===== src/rtl/instr_queue.sv =====
// Circular instruction FIFO between fetch and decode, with single-cycle redirect flush.
// Optional same-cycle fetch->decode bypass on an empty queue: define INSTR_QUEUE_BYPASS_EN.
module instr_queue #(
    parameter int DEPTH = 4,
    parameter int CW    = $clog2(DEPTH + 1)
) (
    input  logic          clk,
    input  logic          rst,
    input  logic          flush_i,
    input  logic          f_valid_i,
    input  logic [31:0]   f_pc_i,
    input  logic [31:0]   f_instr_i,
    input  logic          f_fault_i,
    output logic          f_ready_o,
    output logic          d_valid_o,
    output logic [31:0]   d_pc_o,
    output logic [31:0]   d_instr_o,
    output logic          d_fault_o,
    input  logic          d_ready_i,
    output logic [CW-1:0] count_o
);
    localparam int AW = $clog2(DEPTH);

    logic [31:0]   pc_q    [DEPTH];
    logic [31:0]   instr_q [DEPTH];
    logic          fault_q [DEPTH];
    logic [AW-1:0] wr_ptr_q, wr_ptr_d;
    logic [AW-1:0] rd_ptr_q, rd_ptr_d;
    logic [CW-1:0] count_q, count_d;

    logic full, empty, bypass;
    logic enq_fire, deq_fire, store, pop;

    always_comb begin
        full  = (count_q == CW'(DEPTH));
        empty = (count_q == '0);
`ifdef INSTR_QUEUE_BYPASS_EN
        bypass = empty && f_valid_i && !flush_i && !rst;
`else
        bypass = 1'b0;
`endif
        f_ready_o = !rst && !flush_i && !full;
        d_valid_o = !rst && !flush_i && (!empty || bypass);

        d_pc_o    = '0;
        d_instr_o = '0;
        d_fault_o = 1'b0;
        if (!rst) begin
`ifdef INSTR_QUEUE_BYPASS_EN
            if (bypass) begin
                d_pc_o    = f_pc_i;
                d_instr_o = f_instr_i;
                d_fault_o = f_fault_i;
            end else begin
                d_pc_o    = pc_q[rd_ptr_q];
                d_instr_o = instr_q[rd_ptr_q];
                d_fault_o = fault_q[rd_ptr_q];
            end
`else
            d_pc_o    = pc_q[rd_ptr_q];
            d_instr_o = instr_q[rd_ptr_q];
            d_fault_o = fault_q[rd_ptr_q];
`endif
        end

        enq_fire = f_valid_i && f_ready_o;
        deq_fire = d_valid_o && d_ready_i;
        // A bypassed entry consumed by decode never touches storage or pointers.
        store = enq_fire && !(bypass && d_ready_i);
        pop   = deq_fire && !bypass;

        wr_ptr_d = store ? wr_ptr_q + 1'b1 : wr_ptr_q;
        rd_ptr_d = pop   ? rd_ptr_q + 1'b1 : rd_ptr_q;
        count_d  = count_q;
        if (store && !pop)
            count_d = count_q + CW'(1);
        else if (pop && !store)
            count_d = count_q - CW'(1);
    end

    always_ff @(posedge clk) begin
        if (rst || flush_i) begin
            wr_ptr_q <= '0;
            rd_ptr_q <= '0;
            count_q  <= '0;
        end else begin
            wr_ptr_q <= wr_ptr_d;
            rd_ptr_q <= rd_ptr_d;
            count_q  <= count_d;
        end
    end

    // Per-entry storage so reset can clear every slot in one edge.
    generate
        for (genvar gi = 0; gi < DEPTH; gi++) begin : g_entry
            always_ff @(posedge clk) begin
                if (rst) begin
                    pc_q[gi]    <= '0;
                    instr_q[gi] <= '0;
                    fault_q[gi] <= 1'b0;
                end else if (store && (wr_ptr_q == AW'(gi))) begin
                    pc_q[gi]    <= f_pc_i;
                    instr_q[gi] <= f_instr_i;
                    fault_q[gi] <= f_fault_i;
                end
            end
        end
    endgenerate

    assign count_o = count_q;
endmodule

===== config.mk =====
export PLATFORM = sky130hd
export DESIGN_NAME = instr_queue
export DESIGN_NICKNAME = d
export VERILOG_FILES = /design/src/rtl/instr_queue.sv
export SDC_FILE = /design/constraint.sdc
export NUM_CORES = 1
export LEC_CHECK = 0
export CAP_MARGIN = 0
export CORE_MARGIN = 5
export CORE_UTILIZATION = 50
export CTS_BUF_LIST = sky130_fd_sc_hd__clkbuf_8
export DETAILED_ROUTE_END_ITERATION = 7
export PLACE_DENSITY = 0.75
export SKIP_CTS_REPAIR_TIMING = 1
export SYNTH_ARGS = -nofsm -noshare
export SYNTH_HDL_FRONTEND = slang
export SYNTH_SLANG_ARGS = --single-unit

===== constraint.sdc =====
create_clock -name clk -period 2.9 [get_ports clk]
set_input_delay 0.58 -clock clk [delete_from_list [all_inputs] [get_ports clk]]
set_output_delay 0.58 -clock clk [all_outputs]
set_load 0.01 [all_outputs]

==> flow_summary.yaml, run 1 <==
floorplan:
  dieArea_sq_mm: 0.02777
  row_count: 57
  io_pins: 140
  core_region_area_sq_mm: 0.02425
  dieWidth_um: 166.6
  die_h_um: 166.6
  start_util_pct: 50.59
setup_path:
  start_kind: "flip-flop"
  path_max_fanout: 8
  worst_path_largest_cell_delay_ps: 520
  r2r_cells: 9
  cp.arrival_ps: 2310
  critPathSlowestCell: "mux4_2"
  r2r_slack_ps: 570
  r2r-start: "count_o[0]"
  path_cells: "buf_12 > mux4_2 > nor2b_1 > clkdlybuf4s50_1"
  worst-path-buf-inv: 2
  crit_family: "buffers and inverters"
  crit_path_end_kind: "output port"
  r2r-end: "count_o[2]"
  cp_data_required_time_ps: 2320
  setup.worst_path.class: "reg -> out"
sta:
  worst_pin_slew_ps: 633.4
  rsz0062_at_grt: "yes"
  fin_crit_sh_pct: 99.75
  final.setup_skew_ps: 16.91
  slew_violations: 0
  hold_slack_ps: 527.1
  maxSlewHeadroom_pct: 57.73
  final_hold_viol_count: 0
  setup_viol: 0
  min_period_ps: 2893
  clock.fmax_mhz: 345.7
power_and_ir_drop:
  p_comb_share_pct: 7.7
  p_int_mw: 6.410
  seqPwrFrac_pct: 54.4
  p_clk_share_pct: 37.8
  powerDensity_mw_per_mm2: 534.6
  leakage_nw: 6.448
  power_mw: 8.203
  p_sw_mw: 1.793
  sw_frac_of_total_pct: 21.86
  ir_drop_mv: 0.3389
clocking:
  cts-buffers-inserted: 44
  clk_latency_ps: 540
  clk_pin_slew_ps: 60
  cts_buffer_depth: 3
  cts_root_buffer: "clkbuf_8"
  cts_tree: "done"
  cts-htree-levels: 2
  clock-sinks: 269
finish:
  diodes: 0
  drive_gt1_share_pct: 19.92
  layoutNonFillerInstCount: 1298
  post-route-util_pct: 63.28
  area.growth.synth_to_final_pct: 25.07
  nets: 1016
route:
  drt-vias-per-instance: 5.186
  ant_nets: 0
  num_vias: 6731
  drc: 0
  wire_per_inst_um: 20.01
  drt_pass1_iterations: 5
  first_iter_violations: 384
  drt-total-wl_mm: 25.98
grt:
  grt_pass1_vias: 7213
  grt_pass1_wl_mm: 40.74
  grt_max_degree: 66
  grt_overflow: 0
  track_usage_pct: 18.73
  antenna_found_initial: 0
hold_path:
  hp-start: "count_o[2]"
  hold_depth: 2
  whs_endpoint: "count_o[2]"
  min_path_type: "reg -> reg"
synthesis:
  yosys.area.top_type: "edfxtp_1"
  yosysUniqueCellTypes: 25
  synth_commonest_cells: "260 x and2_1, 260 x edfxtp_1, 65 x mux4_2, 65 x nor2b_1, 23 x clkbuf_1"
  synthFlopType: "edfxtp_1"
  synth_top_area_share_pct: 63.64
  synth-edff-count: 260
  syn_area_per_cell_sq_um: 16.18
  synth.area.top_cells: "edfxtp_1 64%, and2_1 13%, mux4_2 12%"
  synth_nets: 834
  synthesis.area_sq_mm: 0.01227
  yosysSeqAreaShare_pct: 65.11
  yosys_warnings: 0
  synth-seq-cells: 269
  synthCells: 758
  ys_async_sr_fraction_pct: 0
flow_run:
  maxCapViolations: 0
place:
  post-dp-hpwl_mm: 15.38
  place.gp.congestion: 0.7133
  port-buffer-count: 139
  dp.cells: 1205
outcome:
  status: "finished clean"
==> sequential cells by signal (all words and copies together) (netlist names), named ones only <==
signal	count
instr_q	128
wr_ptr_q	2
pc_q	128
count_o	3
rd_ptr_q	2
fault_q	4
==> cell families (layout without fill, tap and decap cells) <==
group / Yosys count / in the layout / synth area share (%)
AOI/OAI and AO/OA: 8 / 8 / 0.4181
xor gates and xnor gates: 4 / 4 / 0.2855
adders and majority gates: 6 / 6 / 0.6731
buffers and inverters: 57 / 273 / 3.651
DFF: 269 / 269 / 65.11
muxes: 66 / 66 / 12.01
and+or+nand+nor: 348 / 348 / 17.85
==> worst max-delay path by stage <==
stage	slack, ps	endpoint	cells past startpoint
after CTS	-260	f_ready_o	3
after detailed placement	-150	count_o[2]	10
final	7	d_instr_o[0]	4
after global routing	-110	d_pc_o[24]	4
after global placement	-160	count_o[2]	10
after floorplan	40	fault_q[0]	6
==> through the flow <==
stage                     worst slack [ps]  cell area (sq um)  TNS, ps
after floorplan                      41.52              12270        0
after global placement              -159.2              14220   -159.2
after detailed placement            -147.0              14220   -147.0
after CTS                           -262.6              15060   -11710
after global routing                -110.1              15340   -508.1
final                                7.325              15340        0
==> worst register-to-register path: stages (launching register included) <==
cell and delay (ps):
dfxtp_1 530, nor3b_4 170, or2_2 340, inv_1 60, ha_1 150, inv_1 50
fa_1 370, xor2_1 170, or3_1 300, a21oi_1 140
==> cell usage in the layout (no fill, tap or decap) <==
cell / instances
or3_1: 1
and2_1: 260
clkbuf_8: 49
clkdlybuf4s50_1: 77
nor3_1: 1
a21oi_1: 1
fa_1: 1
dlymetal6s2s_1: 60
o21ai_0: 3
xor2_1: 4
o31ai_1: 1
bufinv_16: 1
or2_4: 4
o311ai_0: 1
nor3b_4: 5
o211ai_1: 2
or3b_1: 1
buf_4: 26
dfxtp_1: 6
mux2i_1: 1
mux4_2: 65
clkbuf_2: 1
dfxtp_4: 2
nor2_2: 1
clkinv_1: 11
edfxtp_1: 260
buf_12: 23
clkbuf_16: 1
inv_1: 12
ha_1: 5
nor2b_1: 65
dfxtp_2: 1
clkinv_2: 9
or2_2: 3
nor2_1: 7
clkinvlp_4: 3
==> power groups by stage <==
stage / combinational, mW / sequential, mW / clock [mW]
final: 0.635 / 4.46 / 3.10
after global placement: 0.646 / 4.54 / 0
after CTS: 0.651 / 4.47 / 3.18
after detailed placement: 0.647 / 4.55 / 0
after global routing: 0.686 / 4.48 / 3.36
after floorplan: 0.289 / 4.53 / 0
==> area by class of cell <==
class                           count  area [sq um]
Fill cell                        1782          8905
Sequential cell                   269          7996
Multi-Input combinational cell    432          3876
Timing Repair Buffer              188          2207
Clock buffer                       49         674.4
Tap cell                          324         405.4
Clock inverter                     31         165.2
Inverter                            5         18.77
==> metal layers <==
| layer | vias to the layer above | GRT usage, % | part of all wire (%) | routed length [um] |
|---|---|---|---|---|
| met5 | - | 0 | 0 | 0 |
| met4 | 0 | 4.127 | 1.1 | 289 |
| met3 | 26 | 4.835 | 7.1 | 1838 |
| met2 | 218 | 32.11 | 51 | 13160 |
| met1 | 3383 | 24.37 | 41 | 10690 |
| li1 | 3104 | - | - | - |
No activity file was read; power rests on OpenSTA's default activity.
==> inputs of run 2 (changes only) <==
--- a/config.mk
+++ b/config.mk
@@ -5,12 +5,13 @@
 export SDC_FILE = /design/constraint.sdc
 export NUM_CORES = 1
 export LEC_CHECK = 0
+export ABC_CLOCK_PERIOD_IN_PS = 2900
 export CAP_MARGIN = 0
 export CORE_MARGIN = 5
-export CORE_UTILIZATION = 50
+export CORE_UTILIZATION = 53
 export CTS_BUF_LIST = sky130_fd_sc_hd__clkbuf_8
 export DETAILED_ROUTE_END_ITERATION = 7
-export PLACE_DENSITY = 0.75
+export PLACE_DENSITY = 0.79
 export SKIP_CTS_REPAIR_TIMING = 1
 export SYNTH_ARGS = -nofsm -noshare
 export SYNTH_HDL_FRONTEND = slang
==> run 2 against run 1 <==
Flip-flop and latch count unchanged; worst hold slack worse by 14 ps; clock-buffer cell count down 2; highest routed layer unchanged.
==> flow_summary.yaml, run 2 (same netlist as run 1, synthesis figures left out) <==
clocking:
  cts_tree: "done"
  clk_latency_ps: 530
  cts-htree-levels: 2
  cts_buffer_depth: 3
  clk_pin_slew_ps: 60
  cts-buffers-inserted: 45
  clock-sinks: 269
  cts_root_buffer: "clkbuf_8"
floorplan:
  dieArea_sq_mm: 0.02629
  io_pins: 140
  core_region_area_sq_mm: 0.02271
  start_util_pct: 54.02
  die_h_um: 162.1
  row_count: 55
  dieWidth_um: 162.1
sta:
  clock.fmax_mhz: 365.6
  final.setup_skew_ps: 11.22
  worst_pin_slew_ps: 463.5
  setup_viol: 0
  min_period_ps: 2735
  maxSlewHeadroom_pct: 69.10
  finalSetupTns_ps: 0
  slew_violations: 0
  final_hold_viol_count: 0
  fin_crit_sh_pct: 94.31
  rsz0062_at_grt: "no"
setup_path:
  cp.arrival_ps: 2150
  cp_data_required_time_ps: 2320
  setup.worst_path.class: "in -> out"
  crit_path_end_kind: "output port"
  path_max_fanout: 9
  start_kind: "input port"
place:
  post-dp-hpwl_mm: 15.08
  port-buffer-count: 139
  postPlaceCellArea_sq_mm: 0.01406
  place.gp.congestion: 0.7388
  dp.cells: 1159
finish:
  drive_gt1_share_pct: 17.55
  stdcell_area_sq_mm: 0.01515
  post-route-util_pct: 66.72
  area.growth.synth_to_final_pct: 23.51
  num-fill-cells: 1581
  layoutNonFillerInstCount: 1248
  reg.largest.list: "instr_q: 128 flops, pc_q: 128 flops, fault_q: 4 flops"
  nets: 1005
  diodes: 0
  final_cell_mix: "260 x and2_1, 260 x edfxtp_1, 72 x clkdlybuf4s50_1, 66 x dlymetal6s2s_1"
route:
  drt-total-wl_mm: 25.65
  num_vias: 6717
  drt_pass1_iterations: 7
  wire_per_inst_um: 20.55
  first_iter_violations: 357
  drc: 0
  ant_nets: 0
  drt-vias-per-instance: 5.382
grt:
  grt_pass1_wl_mm: 39.38
  grt_max_degree: 66
  track_usage_pct: 19.32
  antenna_found_initial: 0
  grt_overflow: 0
  grt_pass1_vias: 7200
hold_path:
  min_path_type: "in -> reg"
outcome:
  status: "finished clean"
flow_run:
  maxCapViolations: 0
power_and_ir_drop:
  ir_drop_mv: 0.3395
  power_mw: 8.000
  powerDensity_mw_per_mm2: 528.0
  leakage_nw: 6.498
==> run 2: cell types whose count changed in the layout (fill, tap and decap cells not counted), moves of 4 or more <==
cell / change
buf_12: -5
clkdlybuf4s50_1: -5
buf_4: -13
dlymetal6s2s_1: +6
inv_1: +13
buf_6: +4
clkinv_2: -6
==> run 2: layout make-up <==
cell class,instances,area (sq um),share of cell area [%]
inverters,5,18.77,0.1239
well taps,285,356.6,2.353
multi-input cells,432,3870,25.54
clock buffers,47,646.9,4.269
repair buffers,176,2125,14.02
flip-flops and latches,269,7995,52.77
clock inverters,34,140.1,0.9249
==> run 2: layer usage <==
layer	global-route usage [%]	share of wire [%]	vias up
li1	-	-	3093
met1	25.47	41	3375
met2	33.79	51	213
met3	3.603	6.5	36
met4	4.268	1.3	0
met5	0	0	-
==> run 2: metrics by stage <==
step,hold slack [ps],worst slack (ps)
after floorplan,484.7,41.52
after global placement,512.0,-185.5
after detailed placement,512.9,-202.4
after CTS,494.7,-307.3
after global routing,522.6,86.28
final,513.5,165.1
==> run 2: report_power, final <==
| part | total [mW] | leakage, nW | switching (mW) | internal, mW |
|---|---|---|---|---|
| Clock | 2.92 | 0.475 | 1.42 | 1.50 |
| Combinational | 0.618 | 3.26 | 0.289 | 0.328 |
| Sequential | 4.46 | 2.77 | 0.0440 | 4.42 |
| Total | 8.00 | 6.50 | 1.75 | 6.25 |
==> run 2: worst paths after layout <==
check / from / end / slack, ps / cells past startpoint
setup / recovery: flush_i / f_ready_o / 170 / 5
hold / removal: rst / wr_ptr_q[0] / 510 / 4
setup reg to reg: count_o[0] / count_o[2] / 530 / 9
hold reg to reg: rd_ptr_q[0] / rd_ptr_q[0] / 530 / 2
==> run 2: worst max-delay path: stages <==
cell	delay, ps
clkdlybuf4s50_1	460
buf_4	160
or2_4	270
nor2_1	130
clkdlybuf4s50_1	560
